[src/rtl/bank_scan_sched.sv]
// Scan scheduler: walks sample addresses 0..N_SAMPLES-1 in steps of INCR, reading every bank
// per address. Optional stall counter output enabled by defining BANK_SCAN_STALL_CNT_EN.
module bank_scan_sched #(
    parameter int unsigned N_SAMPLES = 1024,
    parameter int unsigned N_BANKS   = 8,
    parameter int unsigned INCR      = 1,
    localparam int unsigned ADDR_W   = (N_SAMPLES > 1) ? $clog2(N_SAMPLES) : 1,
    localparam int unsigned BANK_W   = (N_BANKS > 1) ? $clog2(N_BANKS) : 1
) (
    input  logic              clk,
    input  logic              rst,
    input  logic              start,
    input  logic              abort,
    output logic              rd_valid,
    input  logic              rd_ready,
    output logic [ADDR_W-1:0] rd_addr,
    output logic [BANK_W-1:0] rd_bank,
    output logic              rd_last,
    output logic              busy,
    output logic              done,
    output logic              aborted
`ifdef BANK_SCAN_STALL_CNT_EN
    ,
    output logic [31:0]       stall_cnt
`endif
);

    localparam logic [BANK_W-1:0] BankMax = BANK_W'(N_BANKS - 1);

    typedef enum logic [1:0] {StIdle, StRun, StFin} state_e;

    state_e            state_q, state_d;
    logic [ADDR_W-1:0] addr_q, addr_d;
    logic [BANK_W-1:0] bank_q, bank_d;
    logic              rd_valid_q, rd_valid_d;
    logic              rd_last_q, rd_last_d;
    logic              busy_q, busy_d;
    logic              done_q, done_d;
    logic              aborted_q, aborted_d;
    logic [31:0]       cur_sum;
    logic [31:0]       nxt_sum;

    always_comb begin
        state_d   = state_q;
        addr_d    = addr_q;
        bank_d    = bank_q;
        aborted_d = 1'b0;
        // Wide sum so the end-of-scan test never sees a wrapped address.
        cur_sum   = 32'(addr_q) + INCR;

        unique case (state_q)
            StIdle: begin
                if (start) begin
                    state_d = StRun;
                    addr_d  = '0;
                    bank_d  = '0;
                end
            end
            StRun: begin
                if (abort) begin
                    state_d   = StFin;
                    aborted_d = 1'b1;
                end else if (rd_ready) begin
                    if (rd_last_q) begin
                        state_d = StFin;
                    end else if (bank_q == BankMax) begin
                        bank_d = '0;
                        addr_d = cur_sum[ADDR_W-1:0];
                    end else begin
                        bank_d = bank_q + BANK_W'(1);
                    end
                end
            end
            StFin: begin
                state_d = StIdle;
            end
            default: begin
                state_d = StIdle;
            end
        endcase

        rd_valid_d = (state_d == StRun);
        busy_d     = (state_d == StRun);
        done_d     = (state_d == StFin);
        nxt_sum    = 32'(addr_d) + INCR;
        rd_last_d  = rd_valid_d && (32'(bank_d) == N_BANKS - 1) && (nxt_sum >= N_SAMPLES);
    end

    always_ff @(posedge clk) begin
        if (rst) begin
            state_q    <= StIdle;
            addr_q     <= '0;
            bank_q     <= '0;
            rd_valid_q <= 1'b0;
            rd_last_q  <= 1'b0;
            busy_q     <= 1'b0;
            done_q     <= 1'b0;
            aborted_q  <= 1'b0;
        end else begin
            state_q    <= state_d;
            addr_q     <= addr_d;
            bank_q     <= bank_d;
            rd_valid_q <= rd_valid_d;
            rd_last_q  <= rd_last_d;
            busy_q     <= busy_d;
            done_q     <= done_d;
            aborted_q  <= aborted_d;
        end
    end

    assign rd_valid = rd_valid_q;
    assign rd_addr  = addr_q;
    assign rd_bank  = bank_q;
    assign rd_last  = rd_last_q;
    assign busy     = busy_q;
    assign done     = done_q;
    assign aborted  = aborted_q;

`ifdef BANK_SCAN_STALL_CNT_EN
    logic [31:0] stall_cnt_q, stall_cnt_d;

    always_comb begin
        stall_cnt_d = stall_cnt_q;
        if (state_q == StIdle && start) begin
            stall_cnt_d = '0;
        end else if (state_q == StRun && rd_valid_q && !rd_ready && stall_cnt_q != '1) begin
            stall_cnt_d = stall_cnt_q + 32'd1;
        end
    end

    always_ff @(posedge clk) begin
        if (rst) begin
            stall_cnt_q <= '0;
        end else begin
            stall_cnt_q <= stall_cnt_d;
        end
    end

    assign stall_cnt = stall_cnt_q;
`endif

endmodule

[config.mk]
export PLATFORM = sky130hd
export DESIGN_NAME = bank_scan_sched
export DESIGN_NICKNAME = d
export VERILOG_FILES = /design/src/rtl/bank_scan_sched.sv
export SDC_FILE = /design/constraint.sdc
export NUM_CORES = 1
export LEC_CHECK = 0
export CORE_ASPECT_RATIO = 0.8
export CORE_MARGIN = 1.5
export CORE_UTILIZATION = 40
export CTS_CLUSTER_DIAMETER = 60
export DETAILED_ROUTE_END_ITERATION = 8
export HOLD_SLACK_MARGIN = 0.05
export PLACE_DENSITY = 0.7
export SYNTH_ARGS = -nofsm -noshare
export SYNTH_HDL_FRONTEND = slang
export SYNTH_SLANG_ARGS = --single-unit
[constraint.sdc]
create_clock -name clk -period 1.8 [get_ports clk]
set_input_delay 0.18 -clock clk [delete_from_list [all_inputs] [get_ports clk]]
set_output_delay 0.18 -clock clk [all_outputs]
set_load 0.02 [all_outputs]
-- After elaboration in Yosys (flattened, before gate mapping)
Cells that the tools add are included.
- ROM bits: 0
- memories kept: 0
- bits in writable memories: 0
- bits in latches: 0
- register bits after elaboration: 19
- div/mod/pow operators: 0
- shift-type cells: 0
- $mul: 0
- eq/ne operators: 5
- add/subtract/negate cells: 3
- $lt $le $gt $ge: 1
- bitwise logic cells: 1
- reduce and logical (&&, ||, !) cells: 4
- mux-type cells: 18
- operators with widths (cell ; count):
    $mux 10 ; 5
    $pmux 10 s2 ; 1
    $mux 3 ; 5
    $add 10x1->11 const B ; 1
    $ge 11x11->1 const B ; 1
    $add 10x1->10 const B ; 1
    $mux 2 ; 4
    $eq 3x3->1 const B ; 2
    $pmux 3 s2 ; 1
    $eq 2x1->1 const B ; 2
    $pmux 2 s2 ; 1
    $add 3x1->3 const B ; 1
    $eq 2x2->1 const B ; 1
    $logic_and 1x1->1 ; 2
    $logic_not 2->1 ; 1
    $reduce_or 2->1 ; 1
    $mux 1 ; 1
    $not 1->1 ; 1

-- Longest topological paths before layout
- depth in word-level cells: 9
- gate-level depth with buffers: 7

-- Least setup slack after synthesis
OpenSTA, ideal clock, no wires.
- path kind: register to register
- start point: register bank_q[0], in the netlist rd_bank[0]
- end point: register rd_last_q, in the netlist rd_last
- path buffers: 0
- cell stages (with the launch flop): 8
- path slack: -57 ps
- clock period less this slack: 1857 ps
- arrival time: 1796 ps
- setup time: 61 ps
- cells stage by stage: dfxtp_1 -> ha_1 -> ha_1 -> and4bb_1 -> nand2_2 -> o32a_1 -> o21ai_0 -> and4_1
- cells in the longest elaborated chain, start to end: 9
- elaborated cells on any way between the ends: 18
- classes of those cells: add/sub (2); order compare (1); eq/ne (2); mux (11); reduce/logical (2)
- ends and longest elaborated chain (item ; RTL line ; RTL):
    start: declaration ; 34 ; logic [BANK_W-1:0] bank_q, bank_d;
    start signal: assignment ; 102 ; bank_q <= bank_d;
    $eq 3x3->1 or $add 3x1->3 (tied branches) ; 66, 70 ;
    $mux 10 or $mux 3 (tied branches) ; 66 ; end else if (bank_q == BankMax) begin
    $mux 10 or $mux 3 (tied branches) ; 64 ; if (rd_last_q) begin
    $mux 10 or $mux 3 (tied branches) ; 63 ; end else if (rd_ready) begin
    $mux 10 or $mux 3 (tied branches) ; 60 ; if (abort) begin
    $pmux 10 s2 or $pmux 3 s2 (tied branches) ; 51 ; unique case (state_q)
    $add 10x1->11 or $eq 3x3->1 (tied branches) ; 85, 86 ;
    $ge 11x11->1 or $logic_and 1x1->1 (tied branches) ; 86 ; rd_last_d = rd_valid_d && (32'(bank_d) == N_BANKS - 1) && (nxt_sum >= N_SAMPLES);
    $logic_and 1x1->1 * ; 86 ;
    end signal: assignment ; 104 ; rd_last_q <= rd_last_d;
    end: declaration ; 36 ; logic rd_last_q, rd_last_d;
Mark *: on every way between the ends. The rest lies on a longest branch, timed or not.
A chain may end at the register's enable or synchronous reset.

-- Final worst setup path
- start point: register bank_q[1], in the netlist rd_bank[1]
- end point: register rd_last_q, in the netlist rd_last
The elaborated chain is that of the path after synthesis.

==> results.toml <==
[status]
outcome = "finished clean"

[clock_network]
clockBufferDepth = 2
path_clk_slew_ns = 0.10
cts_sinks = 19
hold_buffers = 0
cts_made_buffers = 3
tritoncts = "yes"
root_buffer = "clkbuf_4"
clk-insertion-delay-late_ns = 0.30
htree_levels = 1

[synth]
ys.warnings.count = 0
synthesis.nets = 127
avgSynthCellArea_um2 = 8.81
synthCells = 119
yosysSeqAreaShare = 0.363
synth-seq-cells = 19
yosys.cell_types.count = 37
syn-cell-area_um2 = 1050

[global_route]
use_met3 = 0.0663
grt_max_degree = 18
met2_usage = 0.250
antenna_found_initial = 0
grt_busiest_layer = "met1"
track_usage = 0.180
grt_remaining_overflow = 0
grt_pass1_vias = 853
met1_usage = 0.252
grt_pass1_wl_um = 3950

[route]
dr.pass1.iters = 5
vias_per_cell = 5.44
final_antenna_net_count = 0
finalWirelength_um = 2450
drc = 0
wire_per_inst_um = 13.1
vias = 1017
drtIter0Drc = 29

[setup_path]
required_ns = 2.05
path_max_fanout = 4
slowest_delay_ns = 0.39
r2r_start = "rd_bank[1]"
r2r_slack_ns = 0.06
crit_top_cell = "ha_4"
cp.arrival_ns = 1.99
crit_chain = "ha_4 > ha_4 > and4bb_1 > nand2_2 > o32a_1 > o21ai_0 > and4_1"
critPathKind = "flip-flop to flip-flop"
rr_worst_depth = 7
end_kind = "flip-flop"
cpLargestDelayFamily = "simple AND/OR/NAND/NOR gates"
cp_slowest_cell = "dfxtp_4"
crit_path_start_kind = "flip-flop"
r2r_end = "rd_last"
crit_buf_inv = 0

[die]
core_area_um2 = 2460
start_util = 0.426
dieHeight_um = 48.8
die-area_um2 = 2940
fp-row-count = 16
num_io_pins = 23
die_width_um = 60.2

[sta]
setup_ws_ns = 0.0594
max_freq_mhz = 575
finalHoldViolCount = 0
post-route-period-util = 0.967
grt_setup_unrepaired = "true"
setup_violations = 0
relSlewSlack = 0.694
tns_ns = 0
worst_pin_slew_ns = 0.458
fin_crit_ns = 1.74
finalClockSkew_ns = 0.00159
drv_slew = 0

[place]
port_buffers = 22
place_hpwl_um = 1780
place_ws_ns = -0.0987
place_congestion = 0.898

[layout]
fillerInstances = 218
nets = 160
n_antenna_cell = 0
synthToLayoutAreaGrowth_pct = 37.5
post-route-util = 0.585
drive_gt1_frac = 0.192

[pwr]
powerDensity_nw_per_um2 = 503
p_leak_nw = 0.459
peakVddDrop_mv = 0.359

[min_path]
whs_endpoint = "aborted"
hp-class = "primary input to flip-flop"
hp-start = "abort"
min_path_cells = 2

[run]
cap_violations = 0
-- routing by layer --
layer,up-vias,part of all wire
li1,509,-
met1,477,0.47
met2,27,0.47
met3,4,0.045
met4,0,0.015
met5,-,0
-- report_power, final --
part / internal (W) / total, W / leakage [nW] / switching, W
clock network: 0.0000865 / 0.000218 / 0.0150 / 0.000131
registers: 0.000425 / 0.000432 / 0.155 / 0.00000669
logic: 0.0000375 / 0.0000762 / 0.289 / 0.0000387
-- cell families after synthesis --
kind of cell               share of synthesized area
AOI/OAI and AO/OA                              0.143
xor gates and xnor gates                      0.0167
adders and majority gates                     0.0358
buffers and inverters                         0.0262
DFF                                            0.363
muxes                                         0.0489
and+or+nand+nor                                0.366
-- metrics by stage --
step | hold WS [ns] | cell area [um2] | power (W) | std cells
CTS | 0.531 | 1400 | 0.000735 | 186
global route | 0.532 | 1440 | 0.000764 | 187
floorplan | 0.302 | 1050 | 0.000483 | 119
global placement | 0.510 | 1370 | 0.000517 | 182
detailed placement | 0.527 | 1370 | 0.000518 | 182
finish | 0.533 | 1440 | 0.000725 | 187
-- synth_stat cells, drive strengths merged --
cell	count	area (um2)
o21ai	2	10.0
o31ai	1	7.51
nand3b	2	15.0
and2	2	12.5
mux2i	4	40.0
ha	3	37.5
or2	4	25.0
or2b	1	8.76
clkbuf	4	15.0
and4bb	1	12.5
buf	2	12.5
a21oi	11	55.1
nor3b	2	26.3
nand3	13	65.1
or3	3	18.8
and3	3	18.8
o32a	1	10.0
nand4bb	1	27.5
nand2b	1	6.26
and4	2	17.5
nand4	3	18.8
xor2	2	17.5
dfxtp	19	380
and2b	1	8.76
or3b	1	8.76
a211oi	1	7.51
mux2	1	11.3
nor2	5	18.8
nor3	7	35.0
nand4b	1	8.76
o211ai	7	52.6
o21a	1	7.51
nand2	7	31.3
-- area by class of cell --
class                           count  area [um2]  share of cell area
Clock buffer                        4        26.3              0.0182
Sequential cell                    19         385               0.267
Tap cell                           36        45.0              0.0313
Multi-Input combinational cell     94         671               0.465
Timing Repair Buffer               34         314               0.218
-- layout by cell type (no fill, tap or decap), types with 4 or more instances in the layout --
master            n
a21oi_1          11
buf_4            11
clkdlybuf4s50_1  22
dfxtp_1          17
mux2i_1           4
nand2_1           5
nand3_1          12
nor2_1            5
nor3_1            7
o211ai_1          7
-- registers in the layout, summed over array words and instances, names as in the netlist --
| name | cells |
|---|---|
| state_q | 2 |
| rd_last | 1 |
| aborted | 1 |
| busy | 1 |
| done | 1 |
| rd_bank | 3 |
| rd_addr | 10 |
-- timing repair --
action / 4_1_cts / 5_1_grt
endpoints found under the setup margin: 0 / 7
resized for setup: 0 / 7
buffers inserted: 0 / 1
-- worst max path at each step --
stage / from / endpoint / slack (ns) / depth (start not counted)
floorplan: rd_bank[0] / rd_last / 0.05 / 7
detailed placement: rd_ready / rd_addr[4] / -0.1 / 6
global route: rd_bank[1] / rd_addr[4] / -0.02 / 7
CTS: rd_bank[1] / rd_addr[4] / 0.03 / 7
finish: rd_bank[1] / rd_last / 0.06 / 7
global placement: rd_ready / rd_addr[6] / -0.07 / 6
-- worst register-to-register path, stage by stage (launching register included) --
cell      delay (ns)
dfxtp_4         0.39
ha_4            0.14
ha_4            0.13
and4bb_1        0.30
nand2_2         0.09
o32a_1          0.32
o21ai_0         0.13
and4_1          0.20
Power figures use the tool's default switching activity.
